===== src/rtl/clk_div_pkg.sv =====
// rtl/clk_div_pkg.sv - shared constants, types and helpers for the clock divider bank
// Channel FSM encoding and the derived channel-index width live here.
package clk_div_pkg;

  localparam int CNT_W_DEF    = 8;
  localparam int DIV_INIT_DEF = 1;

  typedef logic [CNT_W_DEF-1:0] div_code_t;

  typedef enum logic [1:0] {
    ST_IDLE = 2'd0,
    ST_LOW  = 2'd1,
    ST_HIGH = 2'd2
  } ch_state_e;

  function automatic int ch_w(input int n);
    return (n > 1) ? $clog2(n) : 1;
  endfunction

endpackage


===== src/rtl/clk_div_bank_if.sv =====
// rtl/clk_div_bank_if.sv - divide-code configuration request port
// The master drives a channel index and divide code; the slave answers with ready.
interface clk_div_bank_if import clk_div_pkg::*; #(
  parameter int NUM_CH = 4,
  parameter int CNT_W  = CNT_W_DEF
);

  localparam int CH_W = ch_w(NUM_CH);

  logic             cfg_valid_i;
  logic             cfg_ready_o;
  logic [CH_W-1:0]  cfg_ch_i;
  logic [CNT_W-1:0] cfg_div_i;

  modport master (
    output cfg_valid_i,
    output cfg_ch_i,
    output cfg_div_i,
    input  cfg_ready_o
  );

  modport slave (
    input  cfg_valid_i,
    input  cfg_ch_i,
    input  cfg_div_i,
    output cfg_ready_o
  );

endinterface


===== src/rtl/clk_div_ch.sv =====
// rtl/clk_div_ch.sv - one runtime-programmable 50%-duty clock divider channel
// A loaded divide code waits in a shadow register until the falling toggle or idle.
module clk_div_ch import clk_div_pkg::*; #(
  parameter int CNT_W    = CNT_W_DEF,
  parameter int DIV_INIT = DIV_INIT_DEF
) (
  input  logic             clk,
  input  logic             rst,
  input  logic             en_i,
  input  logic             load_i,
  input  logic [CNT_W-1:0] load_div_i,
  output logic             div_clk_o,
  output logic             rise_o,
  output logic             fall_o,
  output logic             pending_o
);

  ch_state_e        state_q, state_d;
  logic [CNT_W-1:0] cnt_q, cnt_d;
  logic [CNT_W-1:0] div_q, div_d;
  logic [CNT_W-1:0] shadow_q, shadow_d;
  logic             pend_q, pend_d;
  logic             rise_q, rise_d;
  logic             fall_q, fall_d;
  logic             active;
  logic             terminal;
  logic             apply;

  // A high half always runs to completion, even once en_i has dropped.
  assign active   = en_i || (state_q == ST_HIGH);
  assign terminal = active && (cnt_q == div_q);

  always_ff @(posedge clk) begin
    if (rst) begin
      state_q  <= ST_IDLE;
      cnt_q    <= '0;
      div_q    <= CNT_W'(DIV_INIT);
      shadow_q <= '0;
      pend_q   <= 1'b0;
      rise_q   <= 1'b0;
      fall_q   <= 1'b0;
    end else begin
      state_q  <= state_d;
      cnt_q    <= cnt_d;
      div_q    <= div_d;
      shadow_q <= shadow_d;
      pend_q   <= pend_d;
      rise_q   <= rise_d;
      fall_q   <= fall_d;
    end
  end

  always_comb begin
    state_d = state_q;
    case (state_q)
      ST_IDLE, ST_LOW: begin
        if (!en_i)         state_d = ST_IDLE;
        else if (terminal) state_d = ST_HIGH;
        else               state_d = ST_LOW;
      end
      ST_HIGH: begin
        if (terminal) state_d = en_i ? ST_LOW : ST_IDLE;
      end
      default: state_d = ST_IDLE;
    endcase
  end

  always_comb begin
    cnt_d = '0;
    if (active && !terminal) cnt_d = cnt_q + CNT_W'(1);
    rise_d   = terminal && (state_q != ST_HIGH);
    fall_d   = terminal && (state_q == ST_HIGH);
    // The falling toggle is the period boundary; an inactive channel has no period to protect.
    apply    = pend_q && (fall_d || !active);
    div_d    = apply ? shadow_q : div_q;
    shadow_d = load_i ? load_div_i : shadow_q;
    pend_d   = load_i || (pend_q && !apply);
  end

  assign div_clk_o = (state_q == ST_HIGH);
  assign rise_o    = rise_q;
  assign fall_o    = fall_q;
  assign pending_o = pend_q;

endmodule


===== src/rtl/clk_div_bank.sv =====
// rtl/clk_div_bank.sv - bank of independent clock divider channels with a shared config port
// Out-of-range channel writes are accepted and dropped.
module clk_div_bank import clk_div_pkg::*; #(
  parameter int  NUM_CH   = 4,
  parameter int  CNT_W    = CNT_W_DEF,
  parameter int  DIV_INIT = DIV_INIT_DEF,
  localparam int CH_W     = ch_w(NUM_CH)
) (
  input  logic              clk,
  input  logic              rst,
  input  logic [NUM_CH-1:0] en_i,
  clk_div_bank_if.slave     cfg,
  output logic [NUM_CH-1:0] div_clk_o,
  output logic [NUM_CH-1:0] rise_o,
  output logic [NUM_CH-1:0] fall_o,
  output logic [NUM_CH-1:0] pending_o
);

  localparam int NSLOT = 1 << CH_W;

  logic [NSLOT-1:0] pend_pad;
  logic             ready;
  logic             accept;

  // Unused index slots read as not-pending, so out-of-range writes see ready=1.
  assign pend_pad        = NSLOT'(pending_o);
  assign ready           = !rst && !pend_pad[cfg.cfg_ch_i];
  assign accept          = cfg.cfg_valid_i && ready;
  assign cfg.cfg_ready_o = ready;

  for (genvar i = 0; i < NUM_CH; i++) begin : g_ch
    clk_div_ch #(
      .CNT_W    (CNT_W),
      .DIV_INIT (DIV_INIT)
    ) u_ch (
      .clk        (clk),
      .rst        (rst),
      .en_i       (en_i[i]),
      .load_i     (accept && (cfg.cfg_ch_i == CH_W'(i))),
      .load_div_i (cfg.cfg_div_i),
      .div_clk_o  (div_clk_o[i]),
      .rise_o     (rise_o[i]),
      .fall_o     (fall_o[i]),
      .pending_o  (pending_o[i])
    );
  end

endmodule


===== src/flat_wrapper.sv =====
// flat-port wrapper written by rule: the top's interface ports become plain ports
module clk_div_bank_flat import clk_div_pkg::*;
#(
  parameter int  NUM_CH   = 4,
  parameter int  CNT_W    = CNT_W_DEF,
  parameter int  DIV_INIT = DIV_INIT_DEF,
  localparam int CH_W     = ch_w(NUM_CH)
)
  (clk, rst, en_i, div_clk_o, rise_o, fall_o, pending_o, cfg_cfg_valid_i, cfg_cfg_ch_i, cfg_cfg_div_i, cfg_cfg_ready_o);
  clk_div_bank_if #(.NUM_CH(NUM_CH), .CNT_W(CNT_W)) cfg_i ();
  input  logic clk;
  input  logic rst;
  input  logic [NUM_CH-1:0] en_i;
  output logic [NUM_CH-1:0] div_clk_o;
  output logic [NUM_CH-1:0] rise_o;
  output logic [NUM_CH-1:0] fall_o;
  output logic [NUM_CH-1:0] pending_o;
  input wire logic [$bits(cfg_i.cfg_valid_i)-1:0] cfg_cfg_valid_i;
  input wire logic [$bits(cfg_i.cfg_ch_i)-1:0] cfg_cfg_ch_i;
  input wire logic [$bits(cfg_i.cfg_div_i)-1:0] cfg_cfg_div_i;
  output wire logic [$bits(cfg_i.cfg_ready_o)-1:0] cfg_cfg_ready_o;
  assign cfg_i.cfg_valid_i = cfg_cfg_valid_i;
  assign cfg_i.cfg_ch_i = cfg_cfg_ch_i;
  assign cfg_i.cfg_div_i = cfg_cfg_div_i;
  assign cfg_cfg_ready_o = cfg_i.cfg_ready_o;
  clk_div_bank #(.NUM_CH(NUM_CH), .CNT_W(CNT_W), .DIV_INIT(DIV_INIT)) u_core (.clk(clk), .rst(rst), .en_i(en_i), .cfg(cfg_i), .div_clk_o(div_clk_o), .rise_o(rise_o), .fall_o(fall_o), .pending_o(pending_o));
endmodule

===== config.mk =====
export PLATFORM = sky130hd
export DESIGN_NAME = clk_div_bank_flat
export DESIGN_NICKNAME = d
export VERILOG_FILES = /design/src/rtl/clk_div_pkg.sv /design/src/rtl/clk_div_bank_if.sv /design/src/rtl/clk_div_ch.sv /design/src/rtl/clk_div_bank.sv /design/src/flat_wrapper.sv
export SDC_FILE = /design/constraint.sdc
export NUM_CORES = 1
export LEC_CHECK = 0
export CAP_MARGIN = 20
export CELL_PAD_IN_SITES_DETAIL_PLACEMENT = 1
export CELL_PAD_IN_SITES_GLOBAL_PLACEMENT = 1
export CORE_ASPECT_RATIO = 0.6
export CORE_MARGIN = 5
export CORE_UTILIZATION = 47
export CTS_CLUSTER_DIAMETER = 30
export DETAILED_ROUTE_END_ITERATION = 10
export PLACE_DENSITY = 0.92
export RECOVER_POWER = 50
export SETUP_SLACK_MARGIN = 0.2
export SLEW_MARGIN = 20
export SYNTH_ARGS = -nofsm -noshare
export SYNTH_HDL_FRONTEND = slang
export SYNTH_SLANG_ARGS = --single-unit
export TNS_END_PERCENT = 20

===== constraint.sdc =====
create_clock -name clk -period 1.95 [get_ports clk]
set_clock_uncertainty 0.05 [all_clocks]
set_input_delay 0.4875 -clock clk [delete_from_list [all_inputs] [get_ports clk]]
set_output_delay 0.4875 -clock clk [all_outputs]
set_load 0.05 [all_outputs]

# Word-level counts from Yosys, hierarchy flattened

Index checks and enable logic that the tools add are counted.

Flip-flop bits (word level): 116

$add $sub $neg: 4
Order comparisons: 1
Equality and inequality tests: 23
Multiplexer cells: 22
Bitwise operators: 4
Reduce and logical (&&, ||, !) cells: 69

Operators with widths:

| cell                  | count |
|---|---|
| $add A8 B1 Y8 const B | 4 |
| $eq A8 B8 Y1          | 4 |
| $logic_and A1 B1 Y1   | 30 |
| $mux W2               | 12 |
| $pmux W2 S2           | 4 |
| $reduce_or A2 Y1      | 8 |
| $logic_not A1 Y1      | 14 |
| $eq A2 B2 Y1 const B  | 6 |
| $logic_or A1 B1 Y1    | 12 |
| $eq A2 B1 Y1 const B  | 5 |
| $logic_not A2 Y1      | 5 |
| $ne A2 B1 Y1 const B  | 4 |
| $ne A2 B2 Y1 const B  | 4 |
| $mux W1               | 5 |
| $not A1 Y1            | 4 |
| $lt A2 B3 Y1 const B  | 1 |
| $bmux W1 S2           | 1 |

# Logic depth before layout (Yosys ltp)

Depth after elaboration: 9
Depth in mapped cells: 7
Gate-level depth less buffers: 4

# By module

Synthesis repeated with hierarchy kept, for this count alone.

Cell total of the unflattened synthesis: 628
Area, all modules: 6098.3 um^2

By module, submodules not included:

| module       | times used | cells an instance | area each (um^2) |
|---|---|---|---|
| clk_div_ch   | 4          | 155               | 1507.7 |
| clk_div_bank | 1          | 8                 | 67.6 |

# Least setup slack after synthesis

No wires, ideal clock.

Path type: input port to output port
From: input rst
To: output cfg_cfg_ready_o
Data arrival time: 1717 ps
Required time: 1412 ps
Setup slack: -305 ps
Stages: 4
Buffers on the path: 3
Cell sequence: buf_2 -> clkbuf_1 -> clkbuf_1 -> nor2_1

Cells in the longest elaborated chain, start to end: 2

Ends and longest elaborated chain:

| element             | line               | source |
|---|---|---|
| start: declaration  | flat_wrapper.sv:12 | `input logic rst;` |
| $logic_not A1 Y1    | clk_div_bank.sv:27 | `assign ready = !rst && !pend_pad[cfg.cfg_ch_i];` |
| $logic_and A1 B1 Y1 | clk_div_bank.sv:27 |  |
| end: declaration    | flat_wrapper.sv:21 | `output wire logic [$bits(cfg_i.cfg_ready_o)-1:0] cfg_cfg_ready_o;` |

Every way passes these cells.

# Worst setup path after layout

From: register u_core.g_ch[3].u_ch.pend_q
To: output cfg_cfg_ready_o

Cells in the longest elaborated chain, start to end: 4

Ends and longest elaborated chain:

| element                       | line               | source |
|---|---|---|
| start: declaration            | clk_div_ch.sv:22   | `logic pend_q, pend_d;` |
| start signal: assignment      | clk_div_ch.sv:47   | `pend_q <= pend_d;` |
| $bmux W1 S2                   | clk_div_bank.sv:27 |  |
| $mux W1 (implied by the code) | clk_div_bank.sv:27 |  |
| $logic_not A1 Y1              | clk_div_bank.sv:27 |  |
| $logic_and A1 B1 Y1           | clk_div_bank.sv:27 |  |

Every way passes these cells. The select of a mux whose other input is x is not followed.

==> results.txt <==
----------------------------------------------------
[Worst setup path]
  Crit Path Class ... reg2out
  Longest individual stage delay on the worst path ... 0.49 ns
  Data required time at the worst endpoint ... between 1 and 1.5 ns
  Master of the slowest instance on the critical path ... mux4_2
  Worst r2r path cells ... 5
  Nature of the critical path startpoint ... register
  Top fanout value on the critical path ... 2
  Worst path arrival time ... 1.52 ns
  CP Cell Sequence ... mux4_2 > nor2_4 > buf_12
  Worst Setup End Kind ... output port

[Outcome]
  Violations in the final reports ... setup timing
  Result of the run ... finished with violations

[Cells and area]
  Post-layout net count ... 708
  N_diodes ... 0
  Most common library cell in the layout ignoring fill and taps ... dfxtp_1
  Layout cell share with drive strength beyond 1 ... 19.0%
  Layout area overhead ... 24.5%
  Number of non-filler instances in the completed layout ... 865
  Most used cells in the layout excluding fill and tap cells ... 95 x dfxtp_1, 59 x mux2i_1, 50 x and3_1, 47 x nor2_1, 38 x buf_4

[GRT]
  Global-route wire length before repair ... 31400 um
  Initial antenna violation count ... 0
  Via count of the first global-routing pass ... between 5000 and 6000
  Pin count of the biggest net entering global routing ... 52
  Remaining Overflow, GRT ... 0
  Global-route usage over all layers ... 26.1%

[Synthesis]
  Post-synth net total ... approximately 660
  Post-synthesis cell area ... 0.00595 mm2
  Share of the yosys chip area belonging to registers ... 39.0%
  Average cell area after synthesis ... just over 9 um2
  Register bit count reported by yosys ... between 100 and 150
  Number of instances in the synthesized netlist ... 642
  Leading area contributor after synthesis ... dfxtp_1
  Largest cells by area after synthesis ... dfxtp_1 39%, mux2i_1 10%, xnor2_1 6.5%
  Predominant post-synthesis flop cell ... dfxtp_1
  Top-area cell type share of the netlist area ... between 30% and 40%
  Warning count from the yosys run ... 0
  Yosys cell types ... 47
  Fraction of synthesis flops using an asynchronous set or reset pin ... 0%
  Number of enable flip-flop cells after synthesis ... 0

[Die]
  Die outline area ... 0.0151 mm2
  Starting utilization of the core area ... 48.7%
  Area of the core region ... 0.0122 mm2
  Height of the chip ... approximately 97 um
  Die outline width ... ~160 um
  Cell Rows ... 31
  # IOs ... 34

[CTS]
  TritonCTS clock tree ... built
  Total CTS buffers ... 17
  Clock transition time at the flip-flop clock pins of the worst setup and hold paths ... 0.06 ns
  Clock sink count ... 116
  Maximum buffer depth of the clock tree ... 2
  CTS H-tree depth ... 4
  Clk root buf ... clkbuf_16
  Hold buffer count at CTS ... 0
  Skew-Pair Late Insertion Delay ... 0.43 ns

[Min path]
  HP Class ... reg2reg
  Number of instances on the worst hold path ... 2

[Timing]
  Worst hold-check slack ... ~0.44 ns
  Achievable Freq ... 486 MHz
  Pins Over Slew Limit ... 0
  Worst path setup slack after routing ... -0.106 ns
  Total setup violations reported at the end of the flow ... 3
  Setup repair after global routing missed its margin ... true
  Final period util ... 105%
  Count of endpoints failing hold in the final timing report ... 0
  Max_slew headroom ... between 50% and 60%
  Post-layout minimum cycle time ... approximately 2 ns
  Worst Tran Pin Value ... 0.646 ns

[Power]
  Combinational Power Share ... 10.6%
  Cell-internal power ... 0.00513 W
  Clock Power Share ... between 50% and 60%
  Sw Ratio ... between 20% and 30%
  IR Drop Worst-Case VDD ... approximately 0.54 mV
  Sequential fraction of design power ... 36.3%
  Cell leakage power ... approximately 3.1 nW
  Power density normalized to cell area ... 926 mW/mm2
  P_sw ... 0.00173 W

[Placement]
  Placed instance count ... 826
  RePlAce Congestion ... 0.851
  Total half-perimeter wirelength after legalization and detailed placement ... 12300 um
  PortBufs ... 33

[Drt]
  Number of vias in the routed layout ... 5488
  Count of antenna-violating nets left after detailed routing ... 0
  Count of routing violations after the opening detailed-route iteration ... approximately 530
  Top Layer Used ... met4
  Drt pass-1 iters ... 5
  Amount of wire on met3 after detailed routing ... 1200 um
  Final Routed Wirelength ... 20800 um
  Routed wl met2 ... 10400 um
  Total DRC errors in the routed layout ... 0
  Wirelength per Cell ... 24.1 um
  Wire length the detailed router placed on met1 ... 8550 um
  Vias per cell ... 6.34

[Job]
  Max-cap violations ... 0

----------------------------------------------------
## metrics by stage
stage	setup slack, ns	util, %	setup TNS [ns]	cell area [um2]	total power, W
3_3_place_gp	-0.396	53.6	-6.66	6550	0.00314
4_1_cts	-0.117	60.1	-0.117	7340	0.00682
2_1_floorplan	0.120	-	0	5960	0.00293
6_report	-0.106	60.6	-0.110	7400	0.00686
3_5_place_dp	-0.403	53.6	-9.72	6550	0.00319
5_1_grt	-0.148	60.6	-0.874	7400	0.00702
## synthesized netlist by cell type (all sizes together), types with 6 or more instances
| cell | number |
|---|---|
| a21oi | 8 |
| and3 | 50 |
| and4 | 8 |
| buf | 33 |
| clkbuf | 25 |
| dfxtp | 116 |
| inv | 6 |
| mux2i | 60 |
| nand2 | 37 |
| nand3 | 26 |
| nand4 | 8 |
| nor2 | 49 |
| nor2b | 31 |
| nor4 | 16 |
| o2111ai | 28 |
| o211ai | 29 |
| xnor2 | 44 |
| xor2 | 12 |
## registers in the layout, summed over array words and instances (netlist names)
name	cells
u_core.g_ch.u_ch.cnt_q	32
u_core.g_ch.u_ch.fall_o	4
u_core.g_ch.u_ch.div_q	32
u_core.g_ch.u_ch.pending_o	4
u_core.g_ch.u_ch.shadow_q	32
u_core.g_ch.u_ch.rise_o	4
u_core.g_ch.u_ch.state_q	8
## worst paths after layout
check	start	to	slack (ns)
setup / recovery	u_core.g_ch[3].u_ch.pending_o	cfg_cfg_ready_o	-0.11
hold / removal	u_core.g_ch[1].u_ch.shadow_q[3]	u_core.g_ch[1].u_ch.shadow_q[3]	0.44
setup reg to reg	u_core.g_ch[3].u_ch.cnt_q[7]	u_core.g_ch[3].u_ch.div_q[0]	0
hold reg to reg	u_core.g_ch[1].u_ch.shadow_q[3]	u_core.g_ch[1].u_ch.shadow_q[3]	0.44
## kinds of logic (layout without fill, tap and decap cells)
logic type / Yosys count / after routing / synth area share (%)
compound gates: 90 / 90 / 11.7
xor+xnor: 56 / 56 / 8.25
fa+ha+maj: 4 / 4 / 0.841
buf+inv: 64 / 122 / 6.35
flops: 116 / 116 / 39.0
mux: 61 / 61 / 10.5
simple gates: 251 / 251 / 23.3
## layer usage
layer / up-vias / GRT usage (%)
li1: 2422 / -
met1: 2752 / 31.3
met2: 253 / 44.1
met3: 61 / 6.54
met4: 0 / 11.5
met5: - / 0
## area by class of cell
| type | instances | area, um2 |
|---|---|---|
| inverters | 6 | 22.5 |
| clock buffers | 20 | 447 |
| fillers | 1352 | 4810 |
| repair buffers | 84 | 766 |
| well taps | 165 | 206 |
| flip-flops and latches | 116 | 2360 |
| multi-input cells | 462 | 3370 |
| clock inverters | 12 | 228 |
## what timing repair did
action	4_1_cts	5_1_grt
setup endpoints to repair	71	44
setup buffers	7	0
pin swaps	5	6
gates resized for setup	29	34
## power groups by stage
stage               registers [W]  logic, W  clock network [W]
global route              0.00249  0.000764            0.00376
global placement          0.00253  0.000614                  0
CTS                       0.00249  0.000698            0.00364
floorplan                 0.00252  0.000418                  0
detailed placement        0.00254  0.000654                  0
finish                    0.00249  0.000725            0.00365
## critical path: cells and delay by family, from the launching register on
kind | cells | cell delay, ns
flops | 1 | 0.34
buf+inv | 1 | 0.14
mux | 1 | 0.49
simple gates | 1 | 0.12
No activity file was read; power rests on OpenSTA's default activity.
